<file path="config.mk">
export PLATFORM = sky130hd
export DESIGN_NAME = logic_unit_pipe
export DESIGN_NICKNAME = d
export VERILOG_FILES = /design/src/rtl/logic_unit_pipe.sv
export SDC_FILE = /design/constraint.sdc
export NUM_CORES = 1
export LEC_CHECK = 0
export BUFFER_PORTS_ARGS = -buffer_cell sky130_fd_sc_hd__clkbuf_2
export CORE_UTILIZATION = 30
export DETAILED_ROUTE_END_ITERATION = 8
export GPL_ROUTABILITY_DRIVEN = 0
export GPL_TIMING_DRIVEN = 0
export MAX_ROUTING_LAYER = met4
export SYNTH_ARGS = -nofsm -noshare
export SYNTH_HDL_FRONTEND = slang
export SYNTH_SLANG_ARGS = --single-unit
</file>
<file path="constraint.sdc">
create_clock -name clk -period 1.6 [get_ports clk]
set_clock_uncertainty 0.05 [all_clocks]
set_input_delay 0.32 -clock clk [delete_from_list [all_inputs] [get_ports clk]]
set_output_delay 0.32 -clock clk [all_outputs]
set_load 0.01 [all_outputs]
</file>
<file path="src/rtl/logic_unit_pipe.sv">
// Two-stage valid/ready bitwise logic unit with a consumed-result counter.
// Optional zero/parity result flags are enabled by defining LOGIC_UNIT_PIPE_FLAGS_EN.
`timescale 1ns/1ps
module logic_unit_pipe #(
    parameter int unsigned WIDTH = 8,
    parameter int unsigned CNT_W = 16
) (
    input  logic             clk,
    input  logic             rst,
    input  logic [WIDTH-1:0] inA,
    input  logic [WIDTH-1:0] inB,
    input  logic [2:0]       op,
    input  logic             in_valid,
    output logic             in_ready,
    output logic [WIDTH-1:0] result,
    output logic             out_valid,
    input  logic             out_ready,
    output logic [CNT_W-1:0] op_count
`ifdef LOGIC_UNIT_PIPE_FLAGS_EN
    ,
    output logic             zero,
    output logic             parity
`endif
);

    logic             s1_valid_q;
    logic [WIDTH-1:0] s1_a_q;
    logic [WIDTH-1:0] s1_b_q;
    logic [2:0]       s1_op_q;
    logic             s2_valid_q;
    logic [WIDTH-1:0] s2_res_q;
    logic [CNT_W-1:0] op_count_q;
    logic [WIDTH-1:0] res_d;
    logic             s2_adv;
    logic             s1_adv;
    logic             accept;
    logic             consume;

    assign s2_adv  = !s2_valid_q || out_ready;
    assign s1_adv  = !s1_valid_q || s2_adv;
    // Held low during reset so nothing is accepted into a clearing pipeline.
    assign in_ready = !rst && s1_adv;
    assign accept   = in_valid && in_ready;
    assign consume  = s2_valid_q && out_ready;

    always_comb begin
        res_d = '0;
        case (s1_op_q)
            3'd0:    res_d = s1_a_q & s1_b_q;
            3'd1:    res_d = s1_a_q | s1_b_q;
            3'd2:    res_d = s1_a_q ^ s1_b_q;
            3'd3:    res_d = ~(s1_a_q ^ s1_b_q);
            3'd4:    res_d = ~(s1_a_q & s1_b_q);
            3'd5:    res_d = ~(s1_a_q | s1_b_q);
            3'd6:    res_d = ~s1_a_q;
            default: res_d = s1_a_q;
        endcase
    end

    always_ff @(posedge clk) begin
        if (rst) begin
            s1_valid_q <= 1'b0;
            s1_a_q     <= '0;
            s1_b_q     <= '0;
            s1_op_q    <= '0;
        end else if (s1_adv) begin
            s1_valid_q <= accept;
            if (accept) begin
                s1_a_q  <= inA;
                s1_b_q  <= inB;
                s1_op_q <= op;
            end
        end
    end

    // Bubbles advance valid only; the last result stays on the output.
    always_ff @(posedge clk) begin
        if (rst) begin
            s2_valid_q <= 1'b0;
            s2_res_q   <= '0;
        end else if (s2_adv) begin
            s2_valid_q <= s1_valid_q;
            if (s1_valid_q) begin
                s2_res_q <= res_d;
            end
        end
    end

    always_ff @(posedge clk) begin
        if (rst) begin
            op_count_q <= '0;
        end else if (consume) begin
            op_count_q <= op_count_q + CNT_W'(1);
        end
    end

`ifdef LOGIC_UNIT_PIPE_FLAGS_EN
    logic zero_q;
    logic parity_q;

    always_ff @(posedge clk) begin
        if (rst) begin
            zero_q   <= 1'b1;
            parity_q <= 1'b0;
        end else if (s2_adv && s1_valid_q) begin
            zero_q   <= ~|res_d;
            parity_q <= ^res_d;
        end
    end

    assign zero   = zero_q;
    assign parity = parity_q;
`endif

    assign result    = s2_res_q;
    assign out_valid = s2_valid_q;
    assign op_count  = op_count_q;

endmodule

</file>
Word level (Yosys, flattened, before mapping)

Cells that the tools add are included.

Add/sub/neg operators: 1
Equality and inequality tests: 6
Muxes and demuxes: 1
Bitwise operators: 7
Reduce and logical (&&, ||, !) cells: 11

Operator list:

| cell                                          | count |
|---|---|
| case mux 8 bit (7 select lines)               | 1 |
| NOT 8 bit                                     | 4 |
| adder 16 x 1 -> 16 bit, second input constant | 1 |
| == test 3 bit, second input constant          | 3 |
| bitwise AND 8 bit                             | 1 |
| OR 8 bit                                      | 1 |
| bitwise XOR 8 bit                             | 1 |
| == test 3 x 2 -> 1 bit, second input constant | 2 |
| AND reduction 2 bit                           | 2 |
| == test 3 x 1 -> 1 bit, second input constant | 1 |
| logical AND 1 bit                             | 3 |
| logical NOT 1 bit                             | 3 |
| logical NOT 3 bit                             | 1 |
| logical OR 1 bit                              | 2 |

Flip-flop bits (word level): 45
Input port bits: 23
Output and inout port bits: 26
Word-level logic and storage cells: 33

Logic depth before layout (Yosys ltp)

Word-level depth: 6
Depth in mapped cells: 7
Depth with buffers taken out: 6

Worst setup path before layout

No wires, ideal clock.

Path kind: reg-to-reg
Start point: reg op_count_q[0], in the netlist op_count[0]
End point: reg op_count_q[12], in the netlist op_count[12]
Setup time: 0.128 ns
Arrival time: 1.499 ns
Required time: 1.422 ns
Setup slack: -0.076 ns
Cell stages (with the launch flop): 6
Buffers on the path: 0
Period minus slack after synthesis: 1.676 ns
Cell sequence: dfxtp_1 -> ha_1 -> nand4_1 -> or4_1 -> xor2_1 -> nor2_1

Word-level cells in the longest chain between the ends: 1

RTL lines:

| what                     | RTL line | source |
|---|---|---|
| start: declaration       | 32       | `logic [CNT_W-1:0] op_count_q;` |
| start signal: assignment | 93       | `op_count_q <= op_count_q + CNT_W'(1);` |
| adder 16 x 1 -> 16 bit   | 93       |  |

No other way between the ends.
A chain may end at the register's enable or synchronous reset.

Worst setup path in the final report

Start point: reg s1_b_q[6]
End point: reg s2_res_q[6], in the netlist result[6]

Word-level cells in the longest chain between the ends: 3
Elaborated cells on any way between the ends: 7
Classes of those cells: mux (1); bitwise (6)

RTL lines:

| what                                   | RTL line   | source |
|---|---|---|
| start: declaration                     | 28         | `logic [WIDTH-1:0] s1_b_q;` |
| start signal: assignment               | 70         | `s1_b_q <= inB;` |
| OR 8 bit, or another cell as far along | 50, 54     |  |
| NOT 8 bit, on equally long branches    | 54, 52, 53 |  |
| case mux 8 bit (7 select lines) (*)    | 48         | `case (s1_op_q)` |
| end signal: assignment                 | 84         | `s2_res_q <= res_d;` |
| end: declaration                       | 31         | `logic [WIDTH-1:0] s2_res_q;` |

Mark *: on every way between the ends. The rest lies on a longest branch, timed or not.

==> results by group <==
Outcome
  • Status: finished clean

Logic synthesis
  • Synth area leader: dfxtp_1
  • Most frequent cell after synthesis: dfxtp_1
  • Largest family of logic cells by synthesized area: simple AND/OR/NAND/NOR gates
  • Warnings from Yosys: 0
  • Share of flip-flops with an asynchronous set or reset: 0%
  • Sequential fraction of the synthesis area: 35.86%
  • Post-Synth XOR/XNOR Area: 4.183%
  • Mapped Cells: 305
  • Number of synthesized flops with an enable pin: 0
  • Compound-gate portion of the synthesized area: 13.00%
  • Dominant synthesized flop cell: dfxtp_1
  • Area contributors post-synth: dfxtp_1 36%, ha_1 8.5%, nand3b_1 6.0%, inv_1 5.8%, o21ai_0 5.0%
  • Synth unique cells: 36
  • Synth Cell Area: 2512 um^2
  • Simple-gate area share of the yosys netlist: 25.20%
  • Syn_nets: 345
  • Synth Area in Adders: 8.466%
  • Syn avg cell area: 8.237 um^2
  • #FFs+latches synth: 45
  • Synth top area share: 35.86%
  • Top cells by count, synth: 45 x dfxtp_1, 39 x inv_1, 25 x o21ai_0, 21 x nand2_1, 20 x nand3b_1
  • Post-synthesis mux area share: 5.030%

Placement
  • HPWL after DPL: 4448 um
  • Port Buf Inserts: 48

Job
  • Max Cap Viol: 0

Drt
  • Routed vias/inst: 4.913
  • Vias after detailed routing: 2,314
  • WL per Instance: 13.27 um
  • Initial DRC count: 103
  • Final wirelength: 6251 um
  • Post-route ant nets: 0
  • Remaining DRCs: 0
  • Detailed Routing Iterations Pass 1: 5

STA
  • Fmax: 0.6394 GHz
  • Hold slack: 0.1937 ns
  • Worst Max-Slew Pin Slew: 0.5998 ns
  • RSZ-0062 raised after global routing: yes
  • Hold Vio Cnt, Final: 0
  • Final worst path period share: 97.75%
  • Final setup viols: 0
  • Minimum clock period: 1.564 ns
  • Max Slew Vio Count: 0
  • Relative slew margins: 59.87%
  • Setup TNS Final: 0 ns

Setup path
  • Crit Path Max Fanout: 2
  • Required @ worst endpoint: 1.78 ns
  • Slowest CP cell: mux4_2
  • Worst R2R End: result[6]
  • Reg2Reg Setup Slack: 0.04 ns
  • Critical path type: reg -> reg
  • Startpoint class of the critical path: register
  • Worst Path Arrival: 1.75 ns
  • Crit-path cells: buf_4 > ha_4 > mux2_2 > mux4_2 > o21ai_1
  • Worst r2r src: s1_b_q[6]
  • Crit path from: s1_b_q[6]
  • R2r worst-path depth: 5
  • CP max stage delay: 0.46 ns
  • Critical path capture point type: register
  • Worst Setup EP: result[6]

Final layout
  • Nets@finish: 405
  • Share of layout cells above drive strength 1: 26.23%
  • Filler cell count: 856
  • Antenna cell count: 0
  • Storage element area: 924.6 um^2
  • P&R area growth vs syn: 25.55%
  • Area taken by multi-input logic gates: 1499 um^2

GRT
  • Gr usage total: 15.25%
  • First-pass GRT wire length: 10,140 um
  • Largest net degree at the start of global routing: 13
  • Vias in the first global route: 2,131
  • Grt ovf: 0
  • Antenna violations before repair: 0

CTS
  • TritonCTS Buffers: 5
  • TritonCTS clock tree: done
  • Root buffer cell: clkbuf_8
  • H-tree depth: 2
  • CTS max path bufs: 2
  • Clock sink count: 45
  • Clk_lat worst skew: 0.30 ns
  • Clk pin slew, worst setup/hold paths: 0.09 ns
  • CTS Hold Bufs: 0

Die
  • Die span in y: 93.52 um
  • Std-Cell Rows: 33
  • Die Wd: 93.52 um
  • DIE AREA: 8745 um^2
  • I/O pin count: 49
  • Core Area: 8175 um^2
  • Initial core utilization: 30.73%

Hold path
  • Min-Delay Path Class: in -> reg

Power
  • Leak: 1.333 nW
  • PwrDens: 731.6 nW/um^2
  • Worst IR drop on VDD: 0.3870 mV
==> timing repair <==
item	in CTS	in global routing
setup buffers	4	1
pin swaps	3	3
setup endpoints to repair	30	24
resized for setup	16	32
==> layout by cell type (no fill, tap or decap), types with 3 or more instances in the layout <==
| cell | n |
|---|---|
| nand3b_1 | 20 |
| xnor2_1 | 7 |
| dfxtp_4 | 4 |
| buf_6 | 3 |
| nand3_1 | 6 |
| nand4_1 | 4 |
| buf_2 | 3 |
| nand2_1 | 21 |
| clkbuf_1 | 8 |
| mux2i_1 | 7 |
| a22o_1 | 6 |
| dfxtp_2 | 7 |
| ha_1 | 14 |
| dfxtp_1 | 34 |
| inv_1 | 37 |
| nor3_1 | 8 |
| nor2_1 | 18 |
| clkbuf_2 | 49 |
| buf_4 | 6 |
| clkbuf_8 | 5 |
| xor2_1 | 4 |
| and4_1 | 6 |
| a21oi_1 | 13 |
| a31oi_1 | 5 |
| o21ai_0 | 25 |
| nand2b_1 | 15 |
==> routing by layer <==
layer | GRT usage, % | share of wire, % | vias to the layer above
met5 | - | 0 | -
met4 | 7.179 | 2.4 | 0
met3 | 3.333 | 6.0 | 15
met2 | 23.28 | 45 | 72
met1 | 19.14 | 47 | 1066
li1 | - | - | 1161
==> area by class of cell <==
type                            count  share of cell area (%)
Multi-Input combinational cell    207                   47.52
Sequential cell                    45                   29.31
Timing Repair Buffer               53                   8.925
Inverter                           39                   4.641
Tap cell                          105                   4.165
Buffer                             14                   2.896
Clock buffer                        8                   2.539
==> critical path: cells and delay by family, from the launching register on <==
| family | cells | cell delay, ns |
|---|---|---|
| AO/OA/AOI/OAI | 1 | 0.12 |
| multiplexers | 2 | 0.71 |
| buffers and inverters | 1 | 0.14 |
| flip-flops | 1 | 0.33 |
| adder cells (fa/ha/maj) | 1 | 0.15 |
==> sequential cells by signal (all words and copies together) (netlist names) <==
register,count
op_count,16
result,8
s1_b_q,8
s1_a_q,8
s1_valid_q,1
s1_op_q,3
out_valid,1
==> through the flow <==
stage                     total power [mW]  util (%)  worst slack [ns]  area (um^2)  cells
final                                2.308     38.58           0.03599         3154    471
after global routing                 2.436     38.58          -0.01199         3154    471
after CTS                            2.316     37.48         -0.005470         3064    470
after detailed placement             1.601     35.32           -0.1356         2888    458
after global placement               1.590     35.32           -0.1334         2888    458
after floorplan                      1.473         -        -0.0008689         2516    305
==> worst min path at each step <==
stage            endpoint  slack, ns  depth (start not counted)       from
2_1_floorplan  s1_valid_q       0.39                          2   in_valid
3_3_place_gp    result[6]       0.39                          2  result[6]
3_5_place_dp    result[2]       0.39                          2  result[2]
4_1_cts         s1_b_q[7]       0.19                          3     inB[7]
5_1_grt         s1_b_q[7]       0.20                          3     inB[7]
6_report        s1_b_q[7]       0.19                          3     inB[7]
==> where the power goes <==
group	internal, mW	switching [mW]	total, mW
Clock	0.311	0.385	0.697
Sequential	1.17	0.0494	1.22
Combinational	0.182	0.214	0.395
Total	1.66	0.648	2.31
==> kinds of logic after synthesis <==
group	count (synthesis)
fa+ha+maj	17
xor+xnor	12
buf+inv	53
mux	11
flops	45
simple gates	110
compound gates	57
No activity file was read; power rests on OpenSTA's default activity.
